[src/rtl/modn_wrap_monitor.sv]
// modn_wrap_monitor: checks a mod-N count stream, pulses on wraps and cascades them into a mod-M digit
module modn_wrap_monitor #(
   parameter int N      = 10,
   parameter int WIDTH  = 4,
   parameter int M      = 6,
   parameter int HWIDTH = 3
) (
   input  logic              clk,
   input  logic              reset,
   input  logic              en,
   input  logic [WIDTH-1:0]  cnt_in,
   input  logic              err_clr,
   output logic              wrap_pulse,
   output logic [HWIDTH-1:0] high_cnt,
   output logic              high_tc,
   output logic              seq_err,
   output logic              locked
);
   typedef enum logic [1:0] {SYNC, TRACK, FAULT} state_t;
   localparam logic [31:0]       N_U   = 32'(N);
   localparam logic [WIDTH-1:0]  LAST  = WIDTH'(N - 1);
   localparam logic [HWIDTH-1:0] HLAST = HWIDTH'(M - 1);
   state_t            state_q, state_d;
   logic [WIDTH-1:0]  prev_q, prev_d, nxt;
   logic [HWIDTH-1:0] high_q, high_d;
   logic              wrap_q, wrap_d, tc_q, tc_d, err_q, err_d, lock_q;
   logic              in_range;
   assign in_range   = 32'(cnt_in) < N_U;
   assign nxt        = (prev_q == LAST) ? '0 : prev_q + WIDTH'(1);
   assign wrap_pulse = wrap_q;
   assign high_cnt   = high_q;
   assign high_tc    = tc_q;
   assign seq_err    = err_q;
   assign locked     = lock_q;
   // next-state: err_clr in FAULT beats en; advance is tested before hold so N=1 wraps on every 0
   always_comb begin
      state_d = state_q;
      prev_d  = prev_q;
      high_d  = high_q;
      err_d   = err_q;
      wrap_d  = 1'b0;
      tc_d    = 1'b0;
      if (state_q == FAULT && err_clr) begin
         err_d   = 1'b0;
         state_d = SYNC;
      end else if (en) begin
         if (state_q == SYNC) begin
            prev_d  = in_range ? cnt_in : prev_q;
            err_d   = !in_range;
            state_d = in_range ? TRACK : FAULT;
         end else if (state_q == TRACK) begin
            if (cnt_in == nxt) begin
               prev_d = cnt_in;
               if (prev_q == LAST) begin
                  wrap_d = 1'b1;
                  tc_d   = high_q == HLAST;
                  high_d = (high_q == HLAST) ? '0 : high_q + HWIDTH'(1);
               end
            end else if (cnt_in != prev_q) begin
               err_d   = 1'b1;
               state_d = FAULT;
            end
         end else begin
            prev_d = cnt_in;
         end
      end
   end
   // state and registered outputs
   always_ff @(posedge clk) begin
      if (reset) begin
         state_q <= SYNC;
         prev_q  <= '0;
         high_q  <= '0;
         wrap_q  <= 1'b0;
         tc_q    <= 1'b0;
         err_q   <= 1'b0;
         lock_q  <= 1'b0;
      end else begin
         state_q <= state_d;
         prev_q  <= prev_d;
         high_q  <= high_d;
         wrap_q  <= wrap_d;
         tc_q    <= tc_d;
         err_q   <= err_d;
         lock_q  <= state_d == TRACK;
      end
   end
endmodule
[config.mk]
export PLATFORM = sky130hd
export DESIGN_NAME = modn_wrap_monitor
export DESIGN_NICKNAME = d
export VERILOG_FILES = /design/src/rtl/modn_wrap_monitor.sv
export SDC_FILE = /design/constraint.sdc
export NUM_CORES = 1
export LEC_CHECK = 0
export ABC_AREA = 1
export BUFFER_PORTS_ARGS = -buffer_cell sky130_fd_sc_hd__buf_2
export CAP_MARGIN = 10
export CELL_PAD_IN_SITES_DETAIL_PLACEMENT = 0
export CELL_PAD_IN_SITES_GLOBAL_PLACEMENT = 1
export CORE_ASPECT_RATIO = 1.5
export CORE_MARGIN = 3
export CORE_UTILIZATION = 40
export DETAILED_ROUTE_END_ITERATION = 10
export PLACE_DENSITY = 0.85
export SYNTH_ARGS = -nofsm -noshare
export SYNTH_HDL_FRONTEND = slang
export SYNTH_SLANG_ARGS = --single-unit
[constraint.sdc]
create_clock -name clk -period 3.3 [get_ports clk]
set_input_delay 0.495 -clock clk [delete_from_list [all_inputs] [get_ports clk]]
set_output_delay 0.495 -clock clk [all_outputs]
set_load 0.02 [all_outputs]
==> results of run 1 <==
==> cells in the final DEF, fill, tap and decap left out, types with 2 or more instances in the layout <==
master    instances
a21oi_1           7
buf_2            14
clkbuf_4          3
dfxtp_1          13
inv_1            15
inv_2             4
nand2_1          30
nand2_2           4
nand3_1          12
nand3_2           2
nand4_1           2
nor2_1           17
nor2_2            3
nor3_2            2
o21ai_1           6
xor2_1            3
==> routing by layer <==
layer,GRT usage [%],part of all wire [%],vias up
met5,0,0,-
met4,4.91,1.8,0
met3,3.47,3.7,4
met2,26.5,54,13
met1,15.7,40,394
li1,-,-,448
==> sequential cells by signal (all words and copies together) (netlist names) <==
name,flops
high_cnt,3
high_tc,1
locked,1
prev_q,4
seq_err,1
state_q,2
wrap_pulse,1
==> cell type report <==
| class | count | area, µm² |
|---|---|---|
| Sequential cell | 13 | 260 |
| Tap cell | 21 | 26.3 |
| Multi-Input combinational cell | 96 | 487 |
| Timing Repair Buffer | 14 | 70.1 |
| Inverter | 21 | 83.8 |
| Clock buffer | 4 | 26.3 |
| Fill cell | 201 | 972 |
==> power groups by stage <==
stage | clock network [W] | registers, W | logic [W]
final | 0.0000932 | 0.000184 | 0.000105
after global routing | 0.000108 | 0.000186 | 0.000118
after CTS | 0.0000980 | 0.000184 | 0.000106
after detailed placement | 0 | 0.000188 | 0.000105
after global placement | 0 | 0.000187 | 0.000105
after floorplan | 0 | 0.000182 | 0.0000880
==> critical path, stage by stage, from the launching register on <==
cell and delay (ps):
dfxtp_1 520, inv_2 90, nor2_4 110, nand2_1 80
nand3_1 90, nand2_1 70, nor2_2 90, nand3_2 110
nor2_1 160, nand2_1 90, nand2_1 80, a21oi_1 70
==> per-stage QoR <==
stage | power [W] | cell area (µm²) | hold slack, ps | util (%) | setup slack, ps
floorplan | 0.000270 | 846 | 522 | - | 1880
global placement | 0.000293 | 927 | 439 | 48.1 | 1590
detailed placement | 0.000293 | 927 | 440 | 48.1 | 1600
CTS | 0.000388 | 953 | 456 | 49.5 | 1600
global route | 0.000412 | 953 | 475 | 49.5 | 1460
finish | 0.000382 | 953 | 456 | 49.5 | 1630
==> kinds of logic after synthesis <==
logic type                Yosys count  synth area share, %
and+or+nand+nor                    76                 43.5
buffers and inverters              23                 11.7
DFF                                13                 30.8
AOI/OAI and AO/OA                  16                 9.91
xor gates and xnor gates            4                 4.14
==> path summary, 6_finish.rpt <==
| kind | to | slack [ps] |
|---|---|---|
| max | high_cnt[2] | 1630 |
| min | seq_err | 460 |
| max reg2reg | high_cnt[2] | 1630 |
| min reg2reg | seq_err | 460 |
==> results.cfg, run 1 <==
[clock_tree]
cts_max_level = 1
clk_pin_slew_ps = 70
cts.sinks = 13
clock_path_buffers = 2
root_buffer = clkbuf_4
clock_latency_ps = 260
numCtsBuffers = 3
cts_hold_buf = 0
post_cts_buffers = 0
cts_resized = 0
cts_tree = done

[global_route]
grt_pass1_vias = 794
grt_usage_pct = 14.6
grt-ovfl-total = 0
grt_pass1_wl_um = 3150
antenna_found_initial = 0
grt_max_degree = 11

[drt]
finalWirelength_um = 1810
drtPass1Iterations = 4
drc = 0
vias = 859
vias_per_cell = 5.08
avgRoutedWirePerCell_um = 10.7
drtIter0Drc = 27
ant_nets = 0

[synth]
yosys_warnings = 0
avgSynthCellArea_um2 = 6.41
seq_area_frac_synth_pct = 30.8
syn_nets = 140
synth_commonest_cells = nand2_1 (30), nor2_1 (17), inv_1 (15), dfxtp_1 (13), nand3_1 (12)
synth.largest_area_cell = dfxtp_1
yosysMostFrequentCell = nand2_1
synthCells = 132
synth_edf_count = 0
synth.distinct_cells = 25
async_flop_share_pct = 0
synthTopCellsByArea = dfxtp_1 (31%), nand2_1 (13%), nor2_1 (7.5%), nand3_1 (7.1%), inv_1 (6.7%)
netlist.area_leader.share_pct = 30.8
synth_seq_cells = 13
synth_area_um2 = 846
synth-main-ff-cell = dfxtp_1

[sta]
fin_worst_skew_ps = 1.15
hold_violations = 0
worst_slew_pin_slew_ps = 347
max_clock_freq_mhz = 598
post-route-period-util_pct = 50.7
slew_headroom_pct = 76.8
drv_slew = 0
fin_crit_ps = 1670
rsz0062_at_grt = false
setup_viol = 0
fin_tns_setup_ps = 0

[worst_setup_path]
crit_fanout = 8
crit_required_ps = 3460
critical_path_class = reg2reg
crit_path_start_kind = register
endpoint_kind = register
r2r-start = prev_q[0]
rr_worst_depth = 11
startpoint = prev_q[0]
arrival_ps = 1830

[pwr]
pwr-share-seq_pct = 48.2
p_per_area_nw_per_um2 = 400
power_frac_comb_pct = 27.4
power.share.clock_pct = 24.4
switching_share_pct = 33.8
netSwitchingPower_w = 0.000129
p_int_w = 0.000253
p_leak_nw = 0.476
peakVddDrop_mv = 0.299

[finish]
stdcell_count = 169
antenna_cells = 0
drive_gt1_share_pct = 23.6
final_nets = 157
area_growth_pct = 12.7

[place]
place_inst = 165
port_buffers = 14
gp_congestion = 0.888
post-dp-hpwl_um = 1540

[floorplan]
die_w_um = 43.5
die_area_um2 = 2710
core_area_um2 = 1930
die_y_um = 62.3
ios = 15
initial_core_util_pct = 43.9
rows = 19

[hold_path]
hold_depth = 2
hp-start = seq_err
hp-class = reg2reg

[run]
cap_viol_max_count = 0

[status]
outcome = complete, no violations
No activity file was read; power rests on OpenSTA's default activity.
==> run 2, diff against run 1 <==
Settings changed: CORE_UTILIZATION 40 to 37, PLACE_DENSITY 0.85 to 0.79.
Clock period 3.3 ns to 1.7 ns, I/O delays scaled along.
==> run 2 against run 1 <==
- non-clock buffer count increased by 3
- first-iteration DRC count decreased by 37%
- sequential cell count unchanged
- largest power group unchanged
- sequential share of layout area decreased by 0.20 points
- critical endpoint unchanged
- combinational power increased by 100%
- critical path depth unchanged
- clock power increased by 110%
- hold slack got worse by 180 ps
- largest cell class unchanged
==> results.cfg, run 2 (synthesis gave the netlist of run 1 again) <==
[finish]
area_growth_pct = 16.3
drive_gt1_share_pct = 27.2
layout_common_cells = nand2_1 (30), nor2_1 (17), inv_1 (15)
fillers = 231
largest_reg_flops = 4
antenna_cells = 0
final_nets = 160
regMostFlops = prev_q
postLayoutCellArea_um2 = 983
final_common_cell = nand2_1

[drt]
finalWirelength_um = 1880
drtIter0Drc = 17
ant_nets = 0
drc = 0
vias_per_cell = 5.10
vias = 882
drtPass1Iterations = 4
avgRoutedWirePerCell_um = 10.9

[hold_path]
hp-start = cnt_in[2]
hp-class = in2reg

[sta]
post-route-period-util_pct = 87.7
hold_violations = 0
fin_tns_setup_ps = 0
drv_slew = 0
slew_headroom_pct = 81.9
timing.hold.ws_ps = 273
fin_worst_skew_ps = 4.43
worst_slew_pin_slew_ps = 271
max_clock_freq_mhz = 671
fin_crit_ps = 1490
setup_viol = 0
rsz0062_at_grt = false

[worst_setup_path]
slowest_delay_ps = 400
crit_required_ps = 1870
r2r-start = prev_q[0]
crit_slowest_cell = dfxtp_4
critPathMostFrequentCell = nand2_1
crit_chain = inv_2, nor2_4, nand2_1, nand3_1, nand2_1, nor2_2, nand3_2, nor2_1, nand2_1, nand2_1, a21oi_1
startpoint = prev_q[0]
critical_path_class = reg2reg
arrival_ps = 1660
endpoint_kind = register
crit_path_start_kind = register
crit_fanout = 8

[clock_tree]
root_buffer = clkbuf_4
cts_max_level = 1
clock_latency_ps = 280
clock_path_buffers = 2
clk_pin_slew_ps = 80
cts_tree = done
numCtsBuffers = 3
post_cts_buffers = 0
cts.sinks = 13

[floorplan]
die_y_um = 64.6
core_area_um2 = 2100
die_area_um2 = 2910
initial_core_util_pct = 40.2
rows = 20
die_w_um = 45.0
ios = 15

[pwr]
p_per_area_nw_per_um2 = 777
p_leak_nw = 0.493
peakVddDrop_mv = 0.447
total_power_w = 0.000764

[place]
gp_congestion = 0.854
post-dp-hpwl_um = 1580
postPlaceCellArea_um2 = 951
port_buffers = 14

[global_route]
grt_pass1_vias = 876
grt_usage_pct = 15.7
grt-ovfl-total = 0
grt_max_degree = 10
grt_pass1_wl_um = 3440
antenna_found_initial = 0

[status]
outcome = complete, no violations

[run]
cap_viol_max_count = 0
[run 2: cell types whose count changed in the layout (fill, tap and decap cells not counted)]
cell,before,now
dfxtp_1,13,10
dfxtp_4,0,1
buf_4,0,3
dfxtp_2,0,2
[run 2: worst paths after layout]
kind	end	slack [ps]	depth (start not counted)
max	high_cnt[2]	210	11
min	prev_q[2]	270	3
max reg2reg	high_cnt[2]	210	11
min reg2reg	seq_err	440	2
[run 2: final cells by class]
type	instances	area, µm²	share of cell area [%]
flip-flops and latches	13	267	27.1
multi-input cells	96	487	49.5
clock buffers	4	26.3	2.67
repair buffers	17	92.6	9.41
inverters	21	83.8	8.52
well taps	22	27.5	2.80
[run 2: what timing repair did]
item | CTS | global route
resized for setup | 0 | 4
setup endpoints to repair | 0 | 9
hold buffers | 0 | 0
[run 2: worst max-delay path: cells and delay by family, from the launching register on]
| kind | cells | cell delay, ps |
|---|---|---|
| and+or+nand+nor | 9 | 870 |
| DFF | 1 | 400 |
| buffers and inverters | 1 | 60 |
| AOI/OAI and AO/OA | 1 | 60 |
[run 2: metrics by stage]
step	cells	utilization, %	worst slack [ps]
finish	173	46.8	209
global route	173	46.8	1.78
CTS	173	46.5	53.8
detailed placement	169	45.2	71.6
global placement	169	45.2	122
floorplan	132	-	328
[run 2: where the power goes]
part	internal (W)	switching, W
logic	0.0000830	0.000133
clock network	0.0000910	0.000102
registers	0.000326	0.0000289
[run 2: routing by layer]
metal | part of all wire, % | wire length (µm) | track usage [%]
met4 | 1.6 | 31 | 9.89
met2 | 53 | 1010 | 26.2
met5 | 0 | 0 | 0
met3 | 6.1 | 114 | 2.50
met1 | 39 | 732 | 17.5
